### src/rtl/param_fifo_core.sv
// param_fifo_core: parameterised synchronous FIFO with show-ahead read port.
//
// Occupancy is tracked by an explicit counter. Almost-full and almost-empty
// flags are derived from it, and a high-water mark (peak) records the largest
// occupancy seen since the last reset or flush.
//
// Handshake semantics (both ports): a transfer happens on a rising clk edge
// where valid and ready are both 1. Ready/valid never depend on the other
// side's valid/ready in the same cycle, except for the optional bypass path.
//
// Optional feature: define PARAM_FIFO_BYPASS_EN to let a word written into an
// empty FIFO appear on data_out in the same cycle. If out_rdy is 1 in that
// cycle the word is consumed without being stored. Without the macro there is
// no combinational path from the write side to the read side.
//
// Ports:
//   clk          rising-edge clock
//   rst          asynchronous active-low reset
//   clk_en       global enable; 0 freezes all state and drops both readies/valids
//   flush        synchronous clear of contents, pointers and peak
//   in_vld       write request
//   in_rdy       FIFO can accept a word
//   data_in      write payload
//   out_vld      head-of-queue word available
//   out_rdy      consumer accepts the head word
//   data_out     head-of-queue payload (don't-care while out_vld=0)
//   count        current occupancy (0..DEPTH)
//   almost_full  count >= AFULL_TH
//   almost_empty count <= AEMPTY_TH
//   peak         high-water mark of count
module param_fifo_core #(
  parameter int DATA_WIDTH = 16,
  parameter int DEPTH      = 16,
  parameter int AFULL_TH   = DEPTH - 2,
  parameter int AEMPTY_TH  = 1
) (
  input  logic                       clk,
  input  logic                       rst,
  input  logic                       clk_en,
  input  logic                       flush,
  input  logic                       in_vld,
  output logic                       in_rdy,
  input  logic [DATA_WIDTH-1:0]      data_in,
  output logic                       out_vld,
  input  logic                       out_rdy,
  output logic [DATA_WIDTH-1:0]      data_out,
  output logic [$clog2(DEPTH):0]     count,
  output logic                       almost_full,
  output logic                       almost_empty,
  output logic [$clog2(DEPTH):0]     peak
);

  localparam int AW = $clog2(DEPTH);
  localparam int CW = AW + 1;
  localparam logic [CW-1:0] DEPTH_C  = CW'(DEPTH);
  localparam logic [CW-1:0] AFULL_C  = CW'(AFULL_TH);
  localparam logic [CW-1:0] AEMPTY_C = CW'(AEMPTY_TH);

  logic [DATA_WIDTH-1:0] mem [DEPTH];
  logic [AW-1:0]         wr_ptr;
  logic [AW-1:0]         rd_ptr;
  logic [CW-1:0]         count_q;
  logic [CW-1:0]         count_d;
  logic [CW-1:0]         peak_q;
  logic [CW-1:0]         peak_d;

  logic enabled;
  logic push;
  logic pop;
  logic wr_en;
  logic rd_adv;

  // Reset is folded in combinationally so both handshakes drop immediately
  // while rst is low, not only after the next edge.
  assign enabled = rst & clk_en & ~flush;
  assign in_rdy  = enabled & (count_q < DEPTH_C);
  assign push    = in_vld & in_rdy;

`ifdef PARAM_FIFO_BYPASS_EN
  logic bypass_take;

  // When empty, the incoming word is presented directly. If it is taken in
  // the same cycle it never touches storage or the pointers.
  assign out_vld     = enabled & ((count_q != '0) | push);
  assign data_out    = (count_q == '0) ? data_in : mem[rd_ptr];
  assign pop         = out_vld & out_rdy;
  assign bypass_take = (count_q == '0) & pop;
  assign wr_en       = push & ~bypass_take;
  assign rd_adv      = pop & ~bypass_take;
`else
  assign out_vld  = enabled & (count_q != '0);
  assign data_out = mem[rd_ptr];
  assign pop      = out_vld & out_rdy;
  assign wr_en    = push;
  assign rd_adv   = pop;
`endif

  always_comb begin
    count_d = count_q;
    if (wr_en && !rd_adv) begin
      count_d = count_q + CW'(1);
    end else if (!wr_en && rd_adv) begin
      count_d = count_q - CW'(1);
    end
  end

  assign peak_d = (count_d > peak_q) ? count_d : peak_q;

  // Control state. Pointers wrap naturally because DEPTH is a power of two.
  always_ff @(posedge clk or negedge rst) begin
    if (!rst) begin
      wr_ptr  <= '0;
      rd_ptr  <= '0;
      count_q <= '0;
      peak_q  <= '0;
    end else if (clk_en) begin
      if (flush) begin
        wr_ptr  <= '0;
        rd_ptr  <= '0;
        count_q <= '0;
        peak_q  <= '0;
      end else begin
        if (wr_en) wr_ptr <= wr_ptr + AW'(1);
        if (rd_adv) rd_ptr <= rd_ptr + AW'(1);
        count_q <= count_d;
        peak_q  <= peak_d;
      end
    end
  end

  // Storage is deliberately not reset; stale contents are unreachable once
  // the pointers and count are cleared. wr_en already includes clk_en, flush
  // and rst.
  always_ff @(posedge clk) begin
    if (wr_en) mem[wr_ptr] <= data_in;
  end

  assign count        = count_q;
  assign peak         = peak_q;
  assign almost_full  = (count_q >= AFULL_C);
  assign almost_empty = (count_q <= AEMPTY_C);

endmodule

### config.mk
export PLATFORM = sky130hd
export DESIGN_NAME = param_fifo_core
export DESIGN_NICKNAME = d
export VERILOG_FILES = /design/src/rtl/param_fifo_core.sv
export SDC_FILE = /design/constraint.sdc
export NUM_CORES = 1
export LEC_CHECK = 0
export BUFFER_PORTS_ARGS = -buffer_cell sky130_fd_sc_hd__buf_4
export CAP_MARGIN = 20
export CORE_MARGIN = 8
export CORE_UTILIZATION = 58
export DETAILED_ROUTE_END_ITERATION = 10
export GPL_TIMING_DRIVEN = 0
export PLACE_DENSITY = 0.75
export SLEW_MARGIN = 25
export SYNTH_ARGS = -nofsm -noshare
export SYNTH_HDL_FRONTEND = slang
export SYNTH_SLANG_ARGS = --single-unit
### constraint.sdc
create_clock -name clk -period 5 [get_ports clk]
set_clock_uncertainty 0.05 [all_clocks]
set_input_delay 0.5 -clock clk [delete_from_list [all_inputs] [get_ports clk]]
set_output_delay 0.5 -clock clk [all_outputs]
set_load 0.02 [all_outputs]
-- Yosys cells after proc, flatten, opt, wreduce, memory -nomap -nowiden
Memories as Yosys holds them, arrays and structs flattened.
Index checks and enable logic that the tools add are counted.
- memories: 1
- bits of input ports: 22
- bits in registers: 18
- memory bits (writable): 256
- bitwise logic cells: 7
- $add $sub $neg: 4
- mux-type cells: 11
- reduce and logical (&&, ||, !) cells: 11
- order comparisons: 4
- memories (memory ; words ; width ; read ports ; clocked after memory_dff ; wr ports ; RTL line ; RTL):
    mem ; 16 ; 16 ; 1 ; 0 ; 1 ; 59 ; logic [DATA_WIDTH-1:0] mem [DEPTH];
- operator list (cell ; count):
    $mux W5 ; 5
    $mux W4 ; 4
    $add A4 B1 Y4 const B ; 2
    $and A1 B1 Y1 ; 6
    $reduce_and A2 Y1 ; 3
    $reduce_bool A2 Y1 ; 3
    $add A5 B1 Y5 const B ; 1
    $ge A5 B4 Y1 const B ; 1
    $gt A5 B5 Y1 ; 1
    $le A5 B1 Y1 const B ; 1
    $lt A5 B5 Y1 const B ; 1
    $reduce_bool A5 Y1 ; 1
    $sub A5 B1 Y5 const B ; 1
    $logic_and A1 B1 Y1 ; 2
    $logic_not A1 Y1 ; 2
    $mux W1 ; 2
    $not A1 Y1 ; 1

-- Depth between registers and ports, before layout
Gate-level depths: netlist of the first run.
- word-level depth: 11
- gate-level depth with buffers: 13
- depth with buffers taken out: 12

-- Worst setup path before layout of the first run
Ideal clock, no wire load.
- kind: register to register
- start point: register count_q[1], in the netlist count[1]
- end point: register peak_q[1], in the netlist peak[1]
- stages on the path, launching flop included: 14
- data arrival time: 3003 ps
- period minus slack after synthesis: 3119 ps
- data required time: 4884 ps
- path buffers: 1
- setup slack: 1881 ps
- cells stage by stage: dfrtp_1 -> clkbuf_1 -> inv_1 -> ha_1 -> or4b_4 -> nand4_1 -> a21oi_1 -> xor2_1 -> ha_1 -> a21o_1 -> a21oi_1 -> o21ai_0 -> a31oi_1 -> a22o_1
- cells in the longest elaborated chain, start to end: 10
- RTL lines (what ; RTL line ; RTL):
    start: declaration ; 62 ; logic [CW-1:0] count_q;
    start signal: assignment ; 125 ; count_q <= count_d;
    $lt A5 B5 Y1 ; 76 ; assign in_rdy = enabled & (count_q < DEPTH_C);
    $and A1 B1 Y1 ; 76 ;
    $and A1 B1 Y1 ; 77 ; assign push = in_vld & in_rdy;
    $logic_not A1 Y1 ; 102 ; end else if (!wr_en && rd_adv) begin
    $logic_and A1 B1 Y1 ; 102 ;
    $mux W5 ; 102 ;
    $mux W5 (*) ; 100 ; if (wr_en && !rd_adv) begin
    $gt A5 B5 Y1 ; 107 ; assign peak_d = (count_d > peak_q) ? count_d : peak_q;
    $reduce_bool A2 Y1 (no line) ; - ;
    $reduce_and A2 Y1 (no line) ; - ;
    end signal: assignment ; 126 ; peak_q <= peak_d;
    end: declaration ; 64 ; logic [CW-1:0] peak_q;
Every way passes the cells marked *; elsewhere a longest branch is shown, timed or not. The select of a mux whose other input is x is not followed.
A chain may end at the register's enable or synchronous reset.

-- Final worst setup path of the first run
- start point: register count_q[1], in the netlist count[1]
- end point: register peak_q[2], in the netlist peak[2]
Same word-level chain as after synthesis.

==> qor.yml, run 1 <==
r2r_end: "peak[2]"
synth_top_cell_by_area: "edfxtp_1"
status: "complete, no violations"
clk_latency_ns: 0.53
htreeDepth: 1
syn_inst: 613
power_frac_clock: 0.340
p_sw_mw: 1.41
grt.total_usage: 0.214
post_drt_wl_per_cell_microns: 26.5
synth-seq-cells: 274
synth-main-ff-cell: "edfxtp_1"
rr_startpoint: "count[1]"
max_slew_margin: 0.274
leakage_nw: 4.25
arrival_ns: 4.00
die-area_sq_um: 23900
yosys-top-cells-area: "edfxtp_1, mux4_2, dfrtp_1"
cp-startpoint: "count[1]"
grt_pass1_wl_microns: 38100
synthDominantCellAreaShare: 0.689
drcViolationCount: 0
timing.fmax_ghz: 0.280
first_pass_iters: 5
power_frac_comb: 0.183
via_per_inst: 6.51
crit_end: "peak[2]"
hpwlAfterDp_microns: 15500
die_h_microns: 155
drt-initial-drc-count: 663
cts_made_buffers: 27
synth-async-reset-ratio: 0.0657
syn_nets: 649
setup_tns_ns: 0
cts_root_buffer: "clkbuf_16"
area_growth_pct: 14.2
r2r_slack_ns: 1.43
cts_hold_buf: 1
final_util: 0.679
cts_resized: 0
initial_utilization: 0.594
switching_share: 0.261
hold_viol_final: 0
final_max_slew_viol_count: 0
fillers: 1212
end_kind: "flop"
rsz0062_at_grt: "false"
fin_crit_ns: 3.57
vias: 6203
synth_edf_count: 256
power_frac_seq: 0.476
hp-class: "in2reg"
yosysSeqAreaShare: 0.729
ios: 52
multi_input_area_sq_um: 2840
diodes: 0
num_rows: 50
layout-drive-gt1-share: 0.255
synth_area_sq_um: 11200
ant_nets: 0
fin_nets: 737
power_density_nw_per_um2: 424
grt_pass1_vias: 6390
critPathMaxFanout: 9
ys.warnings.count: 0
clk_path_buf_depth: 3
wirelength_microns: 25300
irDropWorstVdd_mv: 0.342
avgSynthCellArea_sq_um: 18.2
ys_top_cells_by_count: "edfxtp_1, mux4_2, a21oi_1, a211oi_1, nor2_1"
die_x_microns: 155
postCtsSetupBuffers: 0
p_int_mw: 4.00
clock_sinks: 274
regArea_sq_um: 8140
finalSetupViolations: 0
routabilityCongestion: 0.895
tightest_slew_ns: 1.09
crit_type: "reg2reg"
clkTransAtPathRegs_ns: 0.06
cts_tree: "built"
cp.required_ns: 5.43
drv_cap: 0
antenna_found_initial: 0
post-synth-top-count-cell: "edfxtp_1"
coreArea_sq_um: 18800
synth_cell_type_count: 47
startpoint_type: "flop"
ff2ff_path_depth: 13
place.port_buffers: 50
timing.final.crit_share: 0.714
gr-total-overflow: 0
grt_max_degree: 23
routing by layer:
layer  global-route usage  part of all wire
met2                0.363              0.50
met1                0.280              0.39
met5                    0                 0
met3               0.0334             0.084
met4               0.0709             0.031
per-stage QoR:
stage          hold slack (ns)  setup WS, ns  power [mW]  std cells  area, sq um
6_report                 0.177          1.43        5.41        953        12700
3_5_place_dp             0.350          1.48        3.61        905        11900
5_1_grt                  0.185          1.18        5.59        953        12700
4_1_cts                  0.167          1.48        5.42        953        12700
3_3_place_gp             0.344         0.743        3.56        897        11800
2_1_floorplan            0.154          1.88        3.28        613        11200
cell type report:
type / count / share of cell area
Multi-Input combinational cell: 287 / 0.223
Inverter: 18 / 0.00530
Clock inverter: 12 / 0.00658
Tap cell: 234 / 0.0230
Clock buffer: 35 / 0.0554
Timing Repair Buffer: 59 / 0.0349
Buffer: 34 / 0.0135
Sequential cell: 274 / 0.639
cell families (layout without fill, tap and decap cells):
group,Yosys count,after routing,share of synthesized area
AOI/OAI and AO/OA,117,117,0.0698
buffers and inverters,52,158,0.0215
xor gates and xnor gates,3,3,0.00303
adders and majority gates,14,14,0.0157
and+or+nand+nor,80,80,0.0407
DFF,274,274,0.729
muxes,73,73,0.120
flip-flops by register name, summed over array words and instances (netlist names):
register	count
count	5
mem	256
peak	5
rd_ptr	4
wr_ptr	4
worst min-delay path by stage:
stage          cells after the start         to  startpoint  slack (ns)
2_1_floorplan                      0   count[0]         rst        0.15
3_3_place_gp                       1    peak[1]         rst        0.34
3_5_place_dp                       1    peak[4]         rst        0.35
4_1_cts                            2  rd_ptr[2]      clk_en        0.17
5_1_grt                            2  rd_ptr[2]      clk_en        0.19
6_report                           2  rd_ptr[2]      clk_en        0.18
power by group through the flow:
stage	sequential [mW]	combinational, mW	clock [mW]
floorplan	2.64	0.637	0
global placement	2.62	0.944	0
detailed placement	2.62	0.985	0
CTS	2.58	0.990	1.85
global route	2.58	1.07	1.93
finish	2.58	0.992	1.84
worst max-delay path: stages, from the launching register on:
cell	delay (ns)
dfrtp_1	0.39
clkbuf_1	0.21
inv_1	0.17
ha_1	0.24
or4b_4	0.52
nand4_1	0.12
a21oi_1	0.09
xor2_1	0.31
ha_1	0.31
a21o_1	0.18
a21oi_1	0.12
o21ai_0	0.15
a31oi_1	0.45
a22o_1	0.22
placed cells by master (no fill, tap or decap), types with 5 or more instances in the layout:
master	synthesis	routed
a211oi_1	24	24
a21oi_1	26	26
a22o_1	10	10
a22oi_1	16	16
and2_2	0	8
buf_2	6	6
buf_4	8	66
clkbuf_1	19	27
clkbuf_16	0	27
clkinv_1	0	7
dfrtp_1	18	18
edfxtp_1	256	256
ha_1	14	14
inv_1	18	18
mux2_2	5	5
mux2i_1	20	20
mux4_2	48	48
nand2_1	7	7
nand3_1	5	5
nand4_1	7	7
nor2_1	21	17
nor2b_1	13	13
nor3_2	1	5
o21ai_0	9	9
o21ai_1	17	17
(Power assumes the default switching activity.)
==> run 2: changes to the inputs <==
==> constraint.sdc (replaced) <==
create_clock -name clk -period 3.65 [get_ports clk]
set_clock_uncertainty 0.05 [all_clocks]
set_input_delay 0.365 -clock clk [delete_from_list [all_inputs] [get_ports clk]]
set_output_delay 0.365 -clock clk [all_outputs]
set_load 0.02 [all_outputs]
==> run 2 against run 1 <==
- hold slack worse by 0.13 ns
- critical path type unchanged
- critical path depth stayed put
- sequential power is 37% higher
- sequential share of layout area hardly changed
- cell count stayed put
- critical endpoint unchanged
- largest cell class unchanged
- clock power is 37% higher
- first-iteration DRC count is 5.0% lower
- setup slack worse by 1.2 ns
==> qor.yml, run 2 (synthesis results as in run 1) <==
grt.total_usage: 0.214  # unchanged
rr_startpoint: "count[1]"
cp-startpoint: "count[1]"
via_per_inst: 6.52  # +0.19%
htreeDepth: 1  # unchanged
gr-total-overflow: 0  # unchanged
critPathMaxFanout: 9  # unchanged
hpwlAfterDp_microns: 15500  # unchanged
irDropWorstVdd_mv: 0.470  # +38%
stdcell_area_sq_um: 12800  # about the same
fin_crit_ns: 3.40  # -0.173 ns
power_frac_seq: 0.475  # about the same
timing.fmax_ghz: 0.294  # +5.1%
layout-drive-gt1-share: 0.257  # +0.00278
startpoint_type: "flop"
fin_nets: 737  # unchanged
antenna_found_initial: 0  # unchanged
routabilityCongestion: 0.895  # unchanged
drv_cap: 0  # unchanged
hold_viol_final: 0  # unchanged
die-area_sq_um: 23900  # unchanged
end_kind: "flop"
leakage_nw: 4.25  # about the same
top_register: "mem"
switching_share: 0.261  # +0.000566
crit_type: "reg2reg"
wirelength_microns: 25400  # +0.27%
timing.final.crit_share: 0.931  # +0.217
final_common_cell: "edfxtp_1"
critPathTopFamily: "compound AO/OA/AOI/OAI gates"
ios: 52  # unchanged
final_cell_mix: "edfxtp_1, buf_4, mux4_2, clkbuf_1, clkbuf_16"
num_rows: 50  # unchanged
tightest_slew_ns: 1.08  # -0.00763 ns
final_max_slew_viol_count: 0  # unchanged
path_cells: "clkbuf_1, inv_2, ha_1, or4b_4, nand4_1, a21oi_1, xor2_1, ha_1, a21o_1, a21oi_1, o21ai_1, a31oi_2, a22o_1"
clock_sinks: 274  # unchanged
fillers: 1213  # +0.083%
largest_register_ffs: 256  # unchanged
clk_path_buf_depth: 3  # unchanged
p_sw_mw: 1.94  # +38%
die_x_microns: 155  # unchanged
cts_root_buffer: "clkbuf_16"
cts_tree: "built"
dp_cells: 905  # unchanged
max_slew_margin: 0.279  # +0.00509
power_frac_comb: 0.185  # +0.002
grt_pass1_vias: 6390  # unchanged
slowest_delay_ns: 0.52  # about the same
clk_latency_ns: 0.53  # about the same
clkTransAtPathRegs_ns: 0.06  # about the same
postCtsSetupBuffers: 0  # unchanged
rsz0062_at_grt: "false"
path_buf_inv: 2  # unchanged
finalSetupViolations: 0  # unchanged
coreArea_sq_um: 18800  # unchanged
diodes: 0  # unchanged
initial_utilization: 0.594  # unchanged
vias: 6215  # +0.19%
final_util: 0.679  # about the same
final_cells: 953  # unchanged
ant_nets: 0  # unchanged
drcViolationCount: 0  # unchanged
drt-initial-drc-count: 630  # -5.0%
p_int_mw: 5.48  # +37%
regArea_sq_um: 8140  # unchanged
setup_tns_ns: 0  # unchanged
multi_input_area_sq_um: 2850  # +0.22%
place.port_buffers: 50  # unchanged
die_h_microns: 155  # unchanged
power_frac_clock: 0.340  # about the same
hp-class: "in2reg"
first_pass_iters: 5  # unchanged
cts_made_buffers: 27  # unchanged
post_dp_cell_area_sq_um: 11900  # unchanged
min_from: "clk_en"
arrival_ns: 3.82  # -0.18 ns
cp.required_ns: 4.07  # -1.36 ns
status: "complete, no violations"
area_growth_pct: 14.3  # about the same
power_density_nw_per_um2: 582  # +37%
post_drt_wl_per_cell_microns: 26.6  # +0.27%
slowest_stage: "or4b_4"
grt_max_degree: 23  # unchanged
grt_pass1_wl_microns: 38100  # unchanged
total_power_mw: 7.43  # +37%
-- run 2: layout make-up --
class | count | share of cell area
sequential | 274 | 0.638
multi-input combinational | 287 | 0.223
buffer | 34 | 0.0135
clock buffer | 35 | 0.0553
clock inverter | 12 | 0.00657
inverter | 18 | 0.00530
timing repair buffer | 59 | 0.0349
tap | 234 | 0.0230
-- run 2: path summary, 6_finish.rpt --
kind	end	slack, ns	depth (start not counted)
max	peak[2]	0.25	13
min	rd_ptr[2]	0.05	2
max reg2reg	peak[2]	0.25	13
min reg2reg	peak[0]	0.48	1
max in group asynchronous	wr_ptr[0]	3.11	2
min in group asynchronous	count[2]	0.21	2
-- run 2: repair_timing --
| item | CTS | global route |
|---|---|---|
| hold buffers | 1 | 0 |
| setup endpoints to repair | 0 | 5 |
| resized for setup | 0 | 3 |
| hold endpoints to repair | 18 | 0 |
-- run 2: worst reg2reg max path, stage by stage (launching register included) --
cell	delay, ns
dfrtp_1	0.39
clkbuf_1	0.21
inv_2	0.13
ha_1	0.23
or4b_4	0.52
nand4_1	0.12
a21oi_1	0.09
xor2_1	0.32
ha_1	0.31
a21o_1	0.18
a21oi_1	0.13
o21ai_1	0.13
a31oi_2	0.34
a22o_1	0.20
-- run 2: metrics by stage --
step	worst slack, ns	hold slack (ns)
4_1_cts	0.126	0.0318
2_1_floorplan	0.531	0.0194
3_3_place_gp	-0.472	0.209
3_5_place_dp	0.128	0.215
6_report	0.252	0.0485
5_1_grt	0.0401	0.0547
-- run 2: routing by layer --
| metal | up-vias | wire length (microns) | GRT usage |
|---|---|---|---|
| li1 | 2665 | - | - |
| met1 | 3169 | 9890 | 0.280 |
| met2 | 314 | 12500 | 0.363 |
| met3 | 67 | 2090 | 0.0334 |
| met4 | 0 | 851 | 0.0709 |
| met5 | - | 0 | 0 |
-- run 2: power by group through the flow --
stage | sequential [mW] | clock (mW) | combinational (mW)
global placement | 3.59 | 0 | 1.29
floorplan | 3.62 | 0 | 0.873
detailed placement | 3.59 | 0 | 1.35
finish | 3.53 | 2.52 | 1.38
CTS | 3.53 | 2.54 | 1.36
global route | 3.53 | 2.65 | 1.49
==> run 3: changes to the inputs <==
--- a/config.mk
+++ b/config.mk
@@ -7,7 +7,6 @@
 export LEC_CHECK = 0
 export BUFFER_PORTS_ARGS = -buffer_cell sky130_fd_sc_hd__buf_4
 export CAP_MARGIN = 20
-export CORE_MARGIN = 8
 export CORE_UTILIZATION = 58
 export DETAILED_ROUTE_END_ITERATION = 10
 export GPL_TIMING_DRIVEN = 0
==> run 3 against run 2 <==
- register-to-register slack about the same
- combinational power hardly changed
- non-clock buffer count stayed put
- global-route usage rose by 5.4 points
- clock-buffer cell count shrank 1
- sequential power is essentially flat
- hold slack better by 0.012 ns
- wire length grew 1.2%
- die area down 17%
- critical path depth is the same
- via count up 0.60%
- setup slack worse by 0.013 ns
- critical endpoint is now peak[3]
- largest cell class unchanged
==> qor.yml, run 3 (synthesis results as in run 1) <==
final_max_slew_viol_count: 0  # unchanged
clk_path_buf_depth: 3  # unchanged
leakage_nw: 4.31  # +1.3%
clkTransAtPathRegs_ns: 0.06  # about the same
top_register: "mem"
post_drt_wl_per_cell_microns: 26.9  # +0.93%
end_kind: "flop"
largest_register_ffs: 256  # unchanged
num_rows: 50  # unchanged
area_growth_pct: 15.2
final_common_cell: "edfxtp_1"
grt_pass1_vias: 6275  # -1.8%
die-area_sq_um: 19800  # -17%
cp.required_ns: 4.07  # about the same
total_power_mw: 7.67  # +3.3%
finalSetupViolations: 0  # unchanged
final_util: 0.685  # +0.00553
cts_tree: "built"
startpoint_type: "flop"
fillers: 1219  # +0.49%
drt-initial-drc-count: 802  # +27%
first_pass_iters: 5  # unchanged
arrival_ns: 3.83  # about the same
timing.final.crit_share: 0.934  # +0.00364
max_slew_margin: 0.302  # +0.0232
final_cell_mix: "edfxtp_1, buf_4, mux4_2, clkbuf_16, a21oi_1"
clock_sinks: 274  # unchanged
cts_made_buffers: 28  # +3.7%
diodes: 0  # unchanged
rsz0062_at_grt: "false"
stdcell_area_sq_um: 12900  # +0.81%
wirelength_microns: 25700  # +1.2%
ios: 52  # unchanged
via_per_inst: 6.54  # +0.28%
hpwlAfterDp_microns: 15300  # -1.3%
place.port_buffers: 50  # unchanged
gr-total-overflow: 0  # unchanged
hp-class: "in2reg"
grt_max_degree: 23  # unchanged
initial_utilization: 0.594  # unchanged
grt.total_usage: 0.268  # +0.0539
tightest_slew_ns: 1.05  # -0.0348 ns
layout-drive-gt1-share: 0.262  # +0.00447
hold_viol_final: 0  # unchanged
cts_root_buffer: "clkbuf_16"
antenna_found_initial: 0  # unchanged
drv_cap: 0  # unchanged
status: "complete, no violations"
coreArea_sq_um: 18800  # unchanged
post_dp_cell_area_sq_um: 11900  # unchanged
crit_type: "reg2reg"
grt_pass1_wl_microns: 37700  # -1.1%
drcViolationCount: 0  # unchanged
fin_crit_ns: 3.41  # +0.0133 ns
irDropWorstVdd_mv: 0.561  # +19%
die_h_microns: 141  # -9.1%
clk_latency_ns: 0.53  # about the same
power_density_nw_per_um2: 597  # +2.5%
timing.fmax_ghz: 0.293  # -0.39%
critPathMaxFanout: 9  # unchanged
die_x_microns: 141  # -9.1%
final_cells: 956  # +0.31%
routabilityCongestion: 0.921  # +2.9%
htreeDepth: 1  # unchanged
dp_cells: 905  # unchanged
vias: 6252  # +0.60%
ant_nets: 0  # unchanged
fin_nets: 738  # +0.14%
==> run 3: changes by cell type in the layout (fill, tap and decap cells not counted) <==
cell and change:
clkbuf_16 +2, clkinv_1 +1, inv_1 +1, clkbuf_1 -3, clkinv_2 +2, bufinv_16 +2, inv_6 -1, inv_2 -1
==> run 3: per-layer routing <==
layer	global-route usage	vias up	share of wire
met2	0.438	347	0.49
met3	0.0513	72	0.085
met5	0	-	0
met1	0.356	3178	0.38
li1	-	2655	-
met4	0.117	0	0.042
==> run 3: report_power, final <==
group | total [mW] | internal (mW) | switching (mW)
clock | 2.77 | 1.65 | 1.12
sequential | 3.53 | 3.49 | 0.0411
combinational | 1.37 | 0.574 | 0.800
==> run 3: area by class of cell <==
cell class / instances / area, sq um / area share
inverters: 18 / 67.6 / 0.00526
well taps: 234 / 293 / 0.0228
flip-flops and latches: 274 / 8140 / 0.633
repair buffers: 59 / 445 / 0.0347
clock inverters: 16 / 149 / 0.0116
plain buffers: 34 / 173 / 0.0134
multi-input cells: 287 / 2850 / 0.221
clock buffers: 34 / 744 / 0.0579
==> run 3: repair_timing <==
action,in CTS,in global routing
gates resized for setup,0,2
endpoints found under the setup margin,0,5
buffers inserted,0,0
endpoints found under the hold margin,18,0
hold buffers,1,0
==> run 3: worst max-delay path, cell delays in order (launching register included) <==
cell and delay, ns:
dfrtp_1 0.39, clkbuf_1 0.21, inv_1 0.16, ha_1 0.24, or4b_4 0.52, nand4_1 0.12
a21oi_1 0.08, xor2_1 0.31, ha_1 0.31, a21o_1 0.18, a21oi_1 0.14, o21ai_1 0.13
a31oi_2 0.30, a22o_1 0.21
==> run 3: metrics by stage <==
stage | setup WS [ns] | setup TNS (ns) | hold WS, ns
after floorplan | 0.531 | 0 | 0.0194
after global placement | -0.474 | -27.56 | 0.209
after detailed placement | 0.127 | 0 | 0.219
after CTS | 0.116 | 0 | 0.0372
after global routing | 0.0290 | 0 | 0.0588
final | 0.239 | 0 | 0.0604
==> run 3: worst paths after layout <==
| path | start | end | slack, ns | depth (start not counted) |
|---|---|---|---|---|
| setup / recovery | count[1] | peak[3] | 0.24 | 13 |
| hold / removal | clk_en | rd_ptr[2] | 0.06 | 2 |
| setup reg to reg | count[1] | peak[3] | 0.24 | 13 |
| hold reg to reg | peak[0] | peak[0] | 0.49 | 1 |
| max in group asynchronous | rst | wr_ptr[1] | 3.10 | 2 |
| min in group asynchronous | rst | rd_ptr[3] | 0.22 | 2 |
